File: src/rtl/serial_byte_packer_if.sv
// serial_byte_packer_if
//   Bundles the asynchronous serial input pins and the assembled-byte
//   outputs of serial_byte_packer.
//   master : the serial source / byte consumer (drives ser_*, reads results)
//   slave  : the packer itself (reads ser_*, drives results)
//   Signals:
//     ser_data, ser_strobe, ser_frame : async serial stream (data, bit strobe, frame gate)
//     byte_out[7:0]  : last completed byte
//     byte_valid     : one-cycle pulse, byte_out is new
//     frame_err      : one-cycle pulse, frame dropped with a partial byte
//     par_err        : one-cycle pulse, parity mismatch (parity build only)
//     bit_cnt[3:0]   : bits collected in the current byte
//     byte_cnt[7:0]  : completed-byte counter (wraps)
interface serial_byte_packer_if;
  logic       ser_data;
  logic       ser_strobe;
  logic       ser_frame;
  logic [7:0] byte_out;
  logic       byte_valid;
  logic       frame_err;
  logic       par_err;
  logic [3:0] bit_cnt;
  logic [7:0] byte_cnt;

  modport master (
    output ser_data, ser_strobe, ser_frame,
    input  byte_out, byte_valid, frame_err, par_err, bit_cnt, byte_cnt
  );

  modport slave (
    input  ser_data, ser_strobe, ser_frame,
    output byte_out, byte_valid, frame_err, par_err, bit_cnt, byte_cnt
  );
endinterface

File: src/rtl/serial_byte_packer.sv
// serial_byte_packer
//   Synchronises a slow asynchronous serial stream (data + strobe + frame),
//   assembles the bits into bytes and presents each byte with a one-cycle
//   valid pulse for the downstream delay-line shift register.
//   Ports:
//     clk    : system clock, all flops on posedge
//     rst_n  : asynchronous active-low reset
//     bus    : serial_byte_packer_if.slave (serial inputs, byte/status outputs)
//   Parameters:
//     SYNC_STAGES : synchroniser depth, 2..4
//     MSB_FIRST   : 1 = first bit lands in byte_out[7], 0 = in byte_out[0]
//   Configuration macro:
//     SERIAL_BYTE_PACKER_PARITY_EN : 9-bit bytes with trailing even-parity bit;
//     when undefined, 8-bit bytes and par_err is tied low.
module serial_byte_packer #(
  parameter int SYNC_STAGES = 2,
  parameter int MSB_FIRST   = 1
) (
  input  logic                 clk,
  input  logic                 rst_n,
  serial_byte_packer_if.slave  bus
);

  typedef enum logic {IDLE = 1'b0, COLLECT = 1'b1} state_t;

`ifdef SERIAL_BYTE_PACKER_PARITY_EN
  // Even parity over data plus parity bit: the XOR of all nine bits must be 0.
  function automatic logic even_parity_ok(input logic [7:0] data, input logic par);
    return ~((^data) ^ par);
  endfunction
`endif

  // {frame, strobe, data} travel together so they stay mutually aligned.
  logic [2:0] sync_r [SYNC_STAGES];
  logic       strb_q;
  logic       data_s;
  logic       strb_s;
  logic       frame_s;
  logic       strb_rise;
  logic [7:0] shifted_s;

  state_t     state_r,      state_nxt;
  logic [7:0] acc_r,        acc_nxt;
  logic [3:0] bit_cnt_r,    bit_cnt_nxt;
  logic [7:0] byte_cnt_r,   byte_cnt_nxt;
  logic [7:0] byte_out_r,   byte_out_nxt;
  logic       byte_valid_r, byte_valid_nxt;
  logic       frame_err_r,  frame_err_nxt;
`ifdef SERIAL_BYTE_PACKER_PARITY_EN
  logic       par_err_r,    par_err_nxt;
`endif

  assign data_s    = sync_r[SYNC_STAGES-1][0];
  assign strb_s    = sync_r[SYNC_STAGES-1][1];
  assign frame_s   = sync_r[SYNC_STAGES-1][2];
  assign strb_rise = strb_s & ~strb_q;
  assign shifted_s = (MSB_FIRST != 0) ? {acc_r[6:0], data_s} : {data_s, acc_r[7:1]};

  // Input synchroniser chain plus one extra strobe flop for edge detection.
  always_ff @(posedge clk or negedge rst_n) begin
    if (!rst_n) begin
      for (int i = 0; i < SYNC_STAGES; i++) begin
        sync_r[i] <= 3'b000;
      end
      strb_q <= 1'b0;
    end else begin
      sync_r[0] <= {bus.ser_frame, bus.ser_strobe, bus.ser_data};
      for (int i = 1; i < SYNC_STAGES; i++) begin
        sync_r[i] <= sync_r[i-1];
      end
      strb_q <= strb_s;
    end
  end

  // State, accumulator and registered outputs.
  always_ff @(posedge clk or negedge rst_n) begin
    if (!rst_n) begin
      state_r      <= IDLE;
      acc_r        <= 8'h00;
      bit_cnt_r    <= 4'd0;
      byte_cnt_r   <= 8'd0;
      byte_out_r   <= 8'h00;
      byte_valid_r <= 1'b0;
      frame_err_r  <= 1'b0;
`ifdef SERIAL_BYTE_PACKER_PARITY_EN
      par_err_r    <= 1'b0;
`endif
    end else begin
      state_r      <= state_nxt;
      acc_r        <= acc_nxt;
      bit_cnt_r    <= bit_cnt_nxt;
      byte_cnt_r   <= byte_cnt_nxt;
      byte_out_r   <= byte_out_nxt;
      byte_valid_r <= byte_valid_nxt;
      frame_err_r  <= frame_err_nxt;
`ifdef SERIAL_BYTE_PACKER_PARITY_EN
      par_err_r    <= par_err_nxt;
`endif
    end
  end

  // Next-state and output decode; a falling frame always beats a strobe edge.
  always_comb begin
    state_nxt      = state_r;
    acc_nxt        = acc_r;
    bit_cnt_nxt    = bit_cnt_r;
    byte_cnt_nxt   = byte_cnt_r;
    byte_out_nxt   = byte_out_r;
    byte_valid_nxt = 1'b0;
    frame_err_nxt  = 1'b0;
`ifdef SERIAL_BYTE_PACKER_PARITY_EN
    par_err_nxt    = 1'b0;
`endif
    case (state_r)
      IDLE: begin
        bit_cnt_nxt = 4'd0;
        acc_nxt     = 8'h00;
        if (frame_s) begin
          state_nxt = COLLECT;
        end else begin
          state_nxt = IDLE;
        end
      end
      COLLECT: begin
        if (!frame_s) begin
          state_nxt   = IDLE;
          bit_cnt_nxt = 4'd0;
          acc_nxt     = 8'h00;
          if (bit_cnt_r != 4'd0) begin
            frame_err_nxt = 1'b1;
          end else begin
            frame_err_nxt = 1'b0;
          end
        end else if (strb_rise) begin
`ifdef SERIAL_BYTE_PACKER_PARITY_EN
          // Ninth bit is parity only; it is checked, never shifted in.
          if (bit_cnt_r == 4'd8) begin
            bit_cnt_nxt = 4'd0;
            acc_nxt     = 8'h00;
            if (even_parity_ok(acc_r, data_s)) begin
              byte_out_nxt   = acc_r;
              byte_valid_nxt = 1'b1;
              byte_cnt_nxt   = byte_cnt_r + 8'd1;
            end else begin
              par_err_nxt = 1'b1;
            end
          end else begin
            acc_nxt     = shifted_s;
            bit_cnt_nxt = bit_cnt_r + 4'd1;
          end
`else
          if (bit_cnt_r == 4'd7) begin
            bit_cnt_nxt    = 4'd0;
            acc_nxt        = 8'h00;
            byte_out_nxt   = shifted_s;
            byte_valid_nxt = 1'b1;
            byte_cnt_nxt   = byte_cnt_r + 8'd1;
          end else begin
            acc_nxt     = shifted_s;
            bit_cnt_nxt = bit_cnt_r + 4'd1;
          end
`endif
        end else begin
          state_nxt = COLLECT;
        end
      end
      default: begin
        state_nxt   = IDLE;
        bit_cnt_nxt = 4'd0;
        acc_nxt     = 8'h00;
      end
    endcase
  end

  assign bus.byte_out   = byte_out_r;
  assign bus.byte_valid = byte_valid_r;
  assign bus.frame_err  = frame_err_r;
  assign bus.bit_cnt    = bit_cnt_r;
  assign bus.byte_cnt   = byte_cnt_r;
`ifdef SERIAL_BYTE_PACKER_PARITY_EN
  assign bus.par_err    = par_err_r;
`else
  assign bus.par_err    = 1'b0;
`endif

endmodule

File: src/flat_wrapper.sv
// flat-port wrapper written by rule: the top's interface ports become plain ports
module serial_byte_packer_flat 
#(
  parameter int SYNC_STAGES = 2,
  parameter int MSB_FIRST   = 1
)
  (clk, rst_n, bus_ser_data, bus_ser_strobe, bus_ser_frame, bus_byte_out, bus_byte_valid, bus_frame_err, bus_par_err, bus_bit_cnt, bus_byte_cnt);
  serial_byte_packer_if bus_i ();
  input  logic clk;
  input  logic rst_n;
  input wire logic [$bits(bus_i.ser_data)-1:0] bus_ser_data;
  input wire logic [$bits(bus_i.ser_strobe)-1:0] bus_ser_strobe;
  input wire logic [$bits(bus_i.ser_frame)-1:0] bus_ser_frame;
  output wire logic [$bits(bus_i.byte_out)-1:0] bus_byte_out;
  output wire logic [$bits(bus_i.byte_valid)-1:0] bus_byte_valid;
  output wire logic [$bits(bus_i.frame_err)-1:0] bus_frame_err;
  output wire logic [$bits(bus_i.par_err)-1:0] bus_par_err;
  output wire logic [$bits(bus_i.bit_cnt)-1:0] bus_bit_cnt;
  output wire logic [$bits(bus_i.byte_cnt)-1:0] bus_byte_cnt;
  assign bus_i.ser_data = bus_ser_data;
  assign bus_i.ser_strobe = bus_ser_strobe;
  assign bus_i.ser_frame = bus_ser_frame;
  assign bus_byte_out = bus_i.byte_out;
  assign bus_byte_valid = bus_i.byte_valid;
  assign bus_frame_err = bus_i.frame_err;
  assign bus_par_err = bus_i.par_err;
  assign bus_bit_cnt = bus_i.bit_cnt;
  assign bus_byte_cnt = bus_i.byte_cnt;
  serial_byte_packer #(.SYNC_STAGES(SYNC_STAGES), .MSB_FIRST(MSB_FIRST)) u_core (.clk(clk), .rst_n(rst_n), .bus(bus_i));
endmodule
File: config.mk
export PLATFORM = sky130hd
export DESIGN_NAME = serial_byte_packer_flat
export DESIGN_NICKNAME = d
export VERILOG_FILES = /design/src/rtl/serial_byte_packer_if.sv /design/src/rtl/serial_byte_packer.sv /design/src/flat_wrapper.sv
export SDC_FILE = /design/constraint.sdc
export NUM_CORES = 1
export LEC_CHECK = 0
export ABC_CLOCK_PERIOD_IN_PS = 1800
export BUFFER_PORTS_ARGS = -buffer_cell sky130_fd_sc_hd__buf_2
export CAP_MARGIN = 0
export CORE_UTILIZATION = 50
export CTS_BUF_LIST = sky130_fd_sc_hd__clkbuf_4 sky130_fd_sc_hd__clkbuf_8
export DETAILED_ROUTE_END_ITERATION = 7
export GPL_TIMING_DRIVEN = 0
export PLACE_DENSITY_LB_ADDON = 0.2
export SLEW_MARGIN = 5
export SYNTH_ARGS = -nofsm -noshare
export SYNTH_HDL_FRONTEND = slang
export SYNTH_SLANG_ARGS = --single-unit
File: constraint.sdc
create_clock -name clk -period 1.8 [get_ports clk]
set_clock_uncertainty 0.1 [all_clocks]
set_input_delay 0.36 -clock clk [delete_from_list [all_inputs] [get_ports clk]]
set_output_delay 0.36 -clock clk [all_outputs]
set_load 0.1 [all_outputs]
Word level (Yosys, flattened, before mapping) --
Index checks and enable logic that the tools add are counted.
Word-level totals: register bits 37, bits of input ports 5, output and inout bits 23, word-level logic and storage cells 35
Cells by class: add/subtract/negate cells 2, eq/ne operators 2, multiplexer cells 16, bitwise gates (word level) 3, reduce and logical (&&, ||, !) cells 2
Operators by type and width (number):
- $mux 7 | 3
- $pmux 7 s2 | 1
- $mux 4 | 3
- $add 8x1->8 const B | 1
- $mux 1 | 8
- $pmux 4 s2 | 1
- $add 4x1->4 const B | 1
- $eq 4x3->1 const B | 1
- $reduce_and 4->1 | 1
- $reduce_bool 4->1 | 1
- $ne 3x3->1 const B | 1
- $not 1->1 | 2
- $and 1x1->1 | 1

Logic depth before layout (Yosys ltp) --
Gate-level depths: netlist of the first run.
word-level depth 5, depth in mapped cells 6, gate-level depth less buffers 5

Least setup slack after synthesis of the first run --
OpenSTA, ideal clock, no wires.
kind flip-flop to flip-flop, start point reg u_core.bit_cnt_r[1], in the netlist u_core.bus.bit_cnt[1], end point reg u_core.byte_cnt_r[1], in the netlist u_core.bus.byte_cnt[1], setup time 126 ps, arrival 2285 ps, required time 1574 ps, slack -711 ps, stages on the path, launching flop included 6, path buffers 1, period minus slack after synthesis 2511 ps, cell sequence dfrtp_1 -> ha_1 -> nand3b_4 -> nor3_4 -> buf_6 -> mux2_2
Between the ends: longest elaborated chain between the ends 2
RTL lines:
- start: declaration | line serial_byte_packer.sv:44 | logic [3:0] bit_cnt_r, bit_cnt_nxt;
- start signal: assignment | line serial_byte_packer.sv:91 | bit_cnt_r <= bit_cnt_nxt;
- $eq 4x3->1 | line serial_byte_packer.sv:152 | if (bit_cnt_r == 4'd7) begin
- $reduce_and 4->1 (no line)
- end signal: assignment | line serial_byte_packer.sv:92 | byte_cnt_r <= byte_cnt_nxt;
- end: declaration | line serial_byte_packer.sv:45 | logic [7:0] byte_cnt_r, byte_cnt_nxt;
Every way passes these cells. A chain may end at the register's enable or synchronous reset.

Worst setup path after layout of the first run --
start point reg u_core.byte_cnt_r[0], in the netlist u_core.bus.byte_cnt[0], end point out bus_byte_cnt[0]
RTL lines:
- end: declaration | line flat_wrapper.sv:19 | output wire logic [$bits(bus_i.byte_cnt)-1:0] bus_byte_cnt;
No word-level cell between the ends.

==> results.toml, run 1 <==
[yosys]
ys_types = 24
synth.most_common_cell = "dfrtp_1"
yosys_warnings = 0
synth-seq-area-share_pct = 65.5
synth_top_area_share_pct = 65.5
syn_area_um2 = 1410
synth-edff-count = 0
synth_fp_nets = 105
ys_seq_elements = 37
synthTopCellsByArea = "dfrtp_1 (66%), mux2_2 (8.0%), a22o_1 (4.3%)"
synth-async-reset-ratio_pct = 100
ys_top_cells_by_count = "dfrtp_1 (37), mux2_2 (10), a22o_1 (7)"
yosys.area.top_type = "dfrtp_1"
synthFlopType = "dfrtp_1"
syn_area_per_cell_um2 = 14.6
synthCells = 97

[route]
post_drt_wl_per_cell_um = 14.1
met1_length_um = 1010
wl_met2_um = 1160
finalWirelength_um = 2320
first_pass_iters = 3
dr_total_vias = 888
drtIter0Drc = 7
avgViaCountPerCell = 5.38
drc_errors = 0
met3_length_um = 130
ant_nets = 0
top_layer_used = "met4"

[critical_path]
ff2ff_setup_slack_ps = 100
cp_top_family = "buffers and inverters"
critPathBufInv = 1
critPathLaunchType = "register"
worstReg2RegEnd = "u_core.bus.byte_out[0]"
critPathCapture = "bus_byte_cnt[0]"
required_ps = 1340
timing.rr.start = "u_core.bus.bit_cnt[1]"
worst_path_max_delay_cell = "buf_2"
cp-end-kind = "primary output"
worst-r2r-cell-count = 5
path_cells = "buf_2"
critPathMaxFanout = 6
path_class = "register to primary output"
cp.arrival_ps = 1260
worst-path-stages = 1
startpoint = "u_core.bus.byte_cnt[0]"
crit_path_max_incr_delay_ps = 470

[power]
p_total_mw = 1.39
peakVddDrop_uv = 819
p_leak_nw = 0.917
power_density_nw_per_um2 = 816

[placed_design]
hpwl_um = 1560
dp_cells = 153
placed_area_um2 = 1600
gp_congestion = 0.676
place_ws_ps = -75.5
io_buffer_count = 26

[cts]
path_clk_slew_ps = 110
cts-buffers-inserted = 5
cts.htree.levels = 2
clockBufferDepth = 2
clock_latency_ps = 330
cts-root-buf = "clkbuf_4"
clock-sinks = 37
tritoncts = "built"

[timing]
slew_viol_final = 0
final_hold_viol_count = 5
rsz0062_at_grt = "no"
whs_ps = -10.2
fmax_mhz = 581
finalSetupViolations = 0
maxSlewHeadroom_pct = 48.2
setup_slack_ps = 79.0
fin_crit_sh_pct = 95.6
tightest_slew_ps = 778
fin_crit_ps = 1720

[cells_and_area]
areaGrowthSynthToFinish_pct = 20.9
drive_gt1_share_pct = 41.5
fill_cells = 211
fin_area_um2 = 1710
antenna_cells = 0
fin_nets = 142
stdcell_count = 165

[floorplanning]
die_h_um = 55.2
row_count = 18
io_pins = 28
fp.dieW_um = 55.2
start_util_pct = 55.0
core_area_um2 = 2570
die_area_um2 = 3040

[global_route]
first_global_vias = 862
grt_first_pass_wirelength_um = 3880
grt_util_all_layers_pct = 19.4
antenna_found_initial = 0
grt-ovfl-total = 0
grt_max_degree = 38

[status]
violations = "hold timing"
status = "complete, but fails checks"

[job]
cap_violations = 0

[worst_hold_path]
hold_path_class = "input port to asynchronous set/reset pin"
[report_power, final]
part           leakage (nW)  internal, mW  switching, mW
logic                 0.385        0.0131         0.0466
clock network        0.0413         0.226          0.259
registers             0.491         0.842        0.00592
total                 0.917          1.08          0.311
[metrics by stage]
| stage | TNS (ps) | util, % |
|---|---|---|
| final | 0 | 66.5 |
| after global routing | 0 | 66.5 |
| after CTS | 0 | 65.7 |
| after detailed placement | -125 | 62.4 |
| after global placement | -81.8 | 62.4 |
| after floorplan | -721 | - |
[worst min path at each step]
| stage | from | endpoint | slack [ps] | cells after the start |
|---|---|---|---|---|
| floorplan | rst_n | u_core.acc_r[0] | -40 | 0 |
| global placement | u_core.sync_r[3] | u_core.data_s | 230 | 0 |
| detailed placement | u_core.sync_r[4] | u_core.strb_s | 240 | 0 |
| CTS | rst_n | u_core.bus.frame_err | 4 | 1 |
| global route | bus_ser_frame | u_core.sync_r[5] | 6 | 1 |
| finish | rst_n | u_core.bus.bit_cnt[2] | -10 | 1 |
[layer usage]
| layer | GRT usage (%) | vias up |
|---|---|---|
| met1 | 23.2 | 442 |
| met5 | 0 | - |
| met3 | 8.20 | 2 |
| met4 | 8.75 | 0 |
| met2 | 30.3 | 28 |
| li1 | - | 416 |
[layout by cell type, fill, tap and decap left out, types with 2 or more instances in the layout]
cell type      instances
dfrtp_1               33
ha_1                   2
clkbuf_4               5
inv_1                  2
a22o_1                 7
a21oi_1                3
clkbuf_8               2
nand2_1                6
buf_4                  3
buf_2                 26
nand4_1                5
dfrtp_2                2
nor2_1                 3
dfrtp_4                2
dlygate4sd3_1          2
xor2_1                 2
xnor2_1                6
mux2_2                10
[cell families after synthesis]
group	after synthesis	synth area share, %
AO/OA/AOI/OAI	10	5.40
XOR/XNOR	8	4.96
adder cells (fa/ha/maj)	3	2.66
buffers and inverters	4	1.86
flip-flops	37	65.5
multiplexers	10	7.97
other	1	0.265
AND/OR/NAND/NOR	24	11.3
[timing repair]
action / CTS / global route
hold endpoints to repair: 0 / 2
hold buffers: 0 / 2
setup buffers: 2 / 0
gates resized for setup: 0 / 0
setup endpoints to repair: 5 / 0
[flip-flops by register name, summed over array words and instances, names as in the netlist]
register and cells:
u_core.acc_r 7, u_core.bus.byte_out 8, u_core.frame_s 1, u_core.sync_r 3, u_core.bus.byte_cnt 8, u_core.strb_q 1
u_core.bus.bit_cnt 4, u_core.bus.byte_valid 1, u_core.state_r 1, u_core.data_s 1, u_core.bus.frame_err 1, u_core.strb_s 1
[area by class of cell]
class                      count  area [um2]  area share, %
clock buffer                   7        65.1           3.81
sequential                    37         936           54.8
multi-input combinational     56         473           27.7
buffer                         2        18.8           1.10
timing repair buffer          30         165           9.67
inverter                       2        7.51          0.440
clock inverter                 1        5.00          0.293
tap                           30        37.5           2.20
No activity file was read; power rests on OpenSTA's default activity.
==> run 2: changes to the inputs <==
--- a/config.mk
+++ b/config.mk
@@ -12,7 +12,7 @@
 export CTS_BUF_LIST = sky130_fd_sc_hd__clkbuf_4 sky130_fd_sc_hd__clkbuf_8
 export DETAILED_ROUTE_END_ITERATION = 7
 export GPL_TIMING_DRIVEN = 0
-export PLACE_DENSITY_LB_ADDON = 0.2
+export PLACE_DENSITY = 0.84
 export SLEW_MARGIN = 5
 export SYNTH_ARGS = -nofsm -noshare
 export SYNTH_HDL_FRONTEND = slang
==> run 2 against run 1 <==
Effect of this change: the flow still finishes with violations (hold timing); hold slack got worse by 2.6 ps; clock power fell by 4%; sequential power barely moved; worst setup slack improved by 3.8 ps; core utilization fell by 0.93 points; fmax rose by 0.22%; critical path depth rose by 4; via count fell by 1.9%; non-clock buffer count fell by 2; design area fell by 1.4%; power fell by 1.6%; sequential cell count did not move; largest cell class unchanged.
==> results.toml, run 2 (synthesis results as in run 1) <==
[critical_path]
cp_top_family = "flip-flops"
startpoint = "u_core.bus.bit_cnt[0]"
crit_path_max_incr_delay_ps = 460
cp.arrival_ps = 1830
cp-end-kind = "register"
path_cells = "ha_4 -> nand3b_4 -> nor3_4 -> buf_4 -> mux2_2"
path_class = "register to register"
critPathBufInv = 1
critPathMaxFanout = 5
ff2ff_setup_slack_ps = 80
critPathLaunchType = "register"
required_ps = 1920
timing.rr.start = "u_core.bus.bit_cnt[0]"
worst_path_max_delay_cell = "dfrtp_4"

[cells_and_area]
fin_nets = 140
mostFrequentLayoutCells = "dfrtp_1 (33), buf_2 (26), mux2_2 (10), a22o_1 (7), clkbuf_4 (7)"
stdcell_count = 163
layout_commonest_cell = "dfrtp_1"
multi_input_area_um2 = 473
fill_cells = 203
antenna_cells = 0
post-route-util_pct = 65.6
drive_gt1_share_pct = 42.1
seq_area_um2 = 936
areaGrowthSynthToFinish_pct = 19.2

[power]
peakVddDrop_uv = 558
power_density_nw_per_um2 = 814
p_leak_nw = 0.907

[placed_design]
hpwl_um = 1560
gp_congestion = 0.765
place_ws_ps = -40.0
dp_cells = 153
io_buffer_count = 26

[floorplanning]
fp.dieW_um = 55.2
start_util_pct = 55.0
core_area_um2 = 2570
die_h_um = 55.2
io_pins = 28
row_count = 18
die_area_um2 = 3040

[timing]
finalSetupViolations = 0
fin_crit_ps = 1720
tightest_slew_ps = 778
setup_slack_ps = 82.8
whs_ps = -12.8
rsz0062_at_grt = "no"
fin_crit_sh_pct = 95.4
fmax_mhz = 582
slew_viol_final = 0
final_hold_viol_count = 10
maxSlewHeadroom_pct = 48.1

[global_route]
grt-ovfl-total = 0
first_global_vias = 827
grt_max_degree = 38
antenna_found_initial = 0
grt_first_pass_wirelength_um = 3550
grt_util_all_layers_pct = 17.9

[route]
drc_errors = 0
post_drt_wl_per_cell_um = 13.4
ant_nets = 0
first_pass_iters = 4
top_layer_used = "met4"
finalWirelength_um = 2190
met3_length_um = 108
met1_length_um = 951
wl_met2_um = 1090
dr_total_vias = 871
avgViaCountPerCell = 5.34
drtIter0Drc = 9

[cts]
clock-sinks = 37
cts_resized = 0
cts.htree.levels = 2
clock_latency_ps = 340
clockBufferDepth = 2
tritoncts = "built"
path_clk_slew_ps = 110
cts-buffers-inserted = 5
cts-root-buf = "clkbuf_4"

[worst_hold_path]
hold_path_class = "input port to asynchronous set/reset pin"

[status]
status = "complete, but fails checks"
violations = "hold timing"

[job]
cap_violations = 0
-- run 2: worst paths after layout --
kind / endpoint / cells after the start
min reg2reg: u_core.strb_s / 0
max reg2reg: u_core.bus.byte_out[4] / 5
max: u_core.bus.byte_out[4] / 5
min in group clk: u_core.sync_r[5] / 1
min: u_core.bus.frame_err / 1
max in group asynchronous: u_core.bus.bit_cnt[1] / 1
-- run 2: layout make-up --
class	count	area share, %
tap	30	2.23
multi-input combinational	56	28.1
inverter	2	0.446
buffer	2	1.11
sequential	37	55.6
timing repair buffer	28	8.62
clock buffer	8	3.94
-- run 2: worst register-to-register path, stage by stage (launching register included) --
cell      delay (ps)
dfrtp_4          460
ha_4             160
nand3b_4          90
nor3_4           260
buf_4            190
mux2_2           330
-- run 2: layer usage --
layer | up-vias | global-route usage (%)
met4 | 0 | 10.0
met5 | - | 0
met2 | 25 | 28.9
met3 | 7 | 5.74
met1 | 427 | 20.9
li1 | 412 | -
-- run 2: power breakdown --
group	leakage [nW]	internal [mW]	switching (mW)
registers	0.491	0.842	0.00593
logic	0.377	0.0104	0.0464
clock network	0.0394	0.223	0.244
total	0.907	1.08	0.296
-- run 2: through the flow --
stage                     hold slack (ps)  cell area [um2]  power (mW)  setup TNS [ps]
final                               -12.8             1680        1.37               0
after global routing                 4.84             1680        1.43               0
after CTS                            6.51             1680        1.39               0
after detailed placement              242             1600       0.923           -79.1
after global placement                231             1600       0.920           -42.2
after floorplan                     -35.6             1440       0.897            -721
-- run 2: what timing repair did --
action | in CTS | in global routing
hold buffers | 0 | 0
buffers inserted | 2 | 0
setup endpoints to repair | 2 | 0
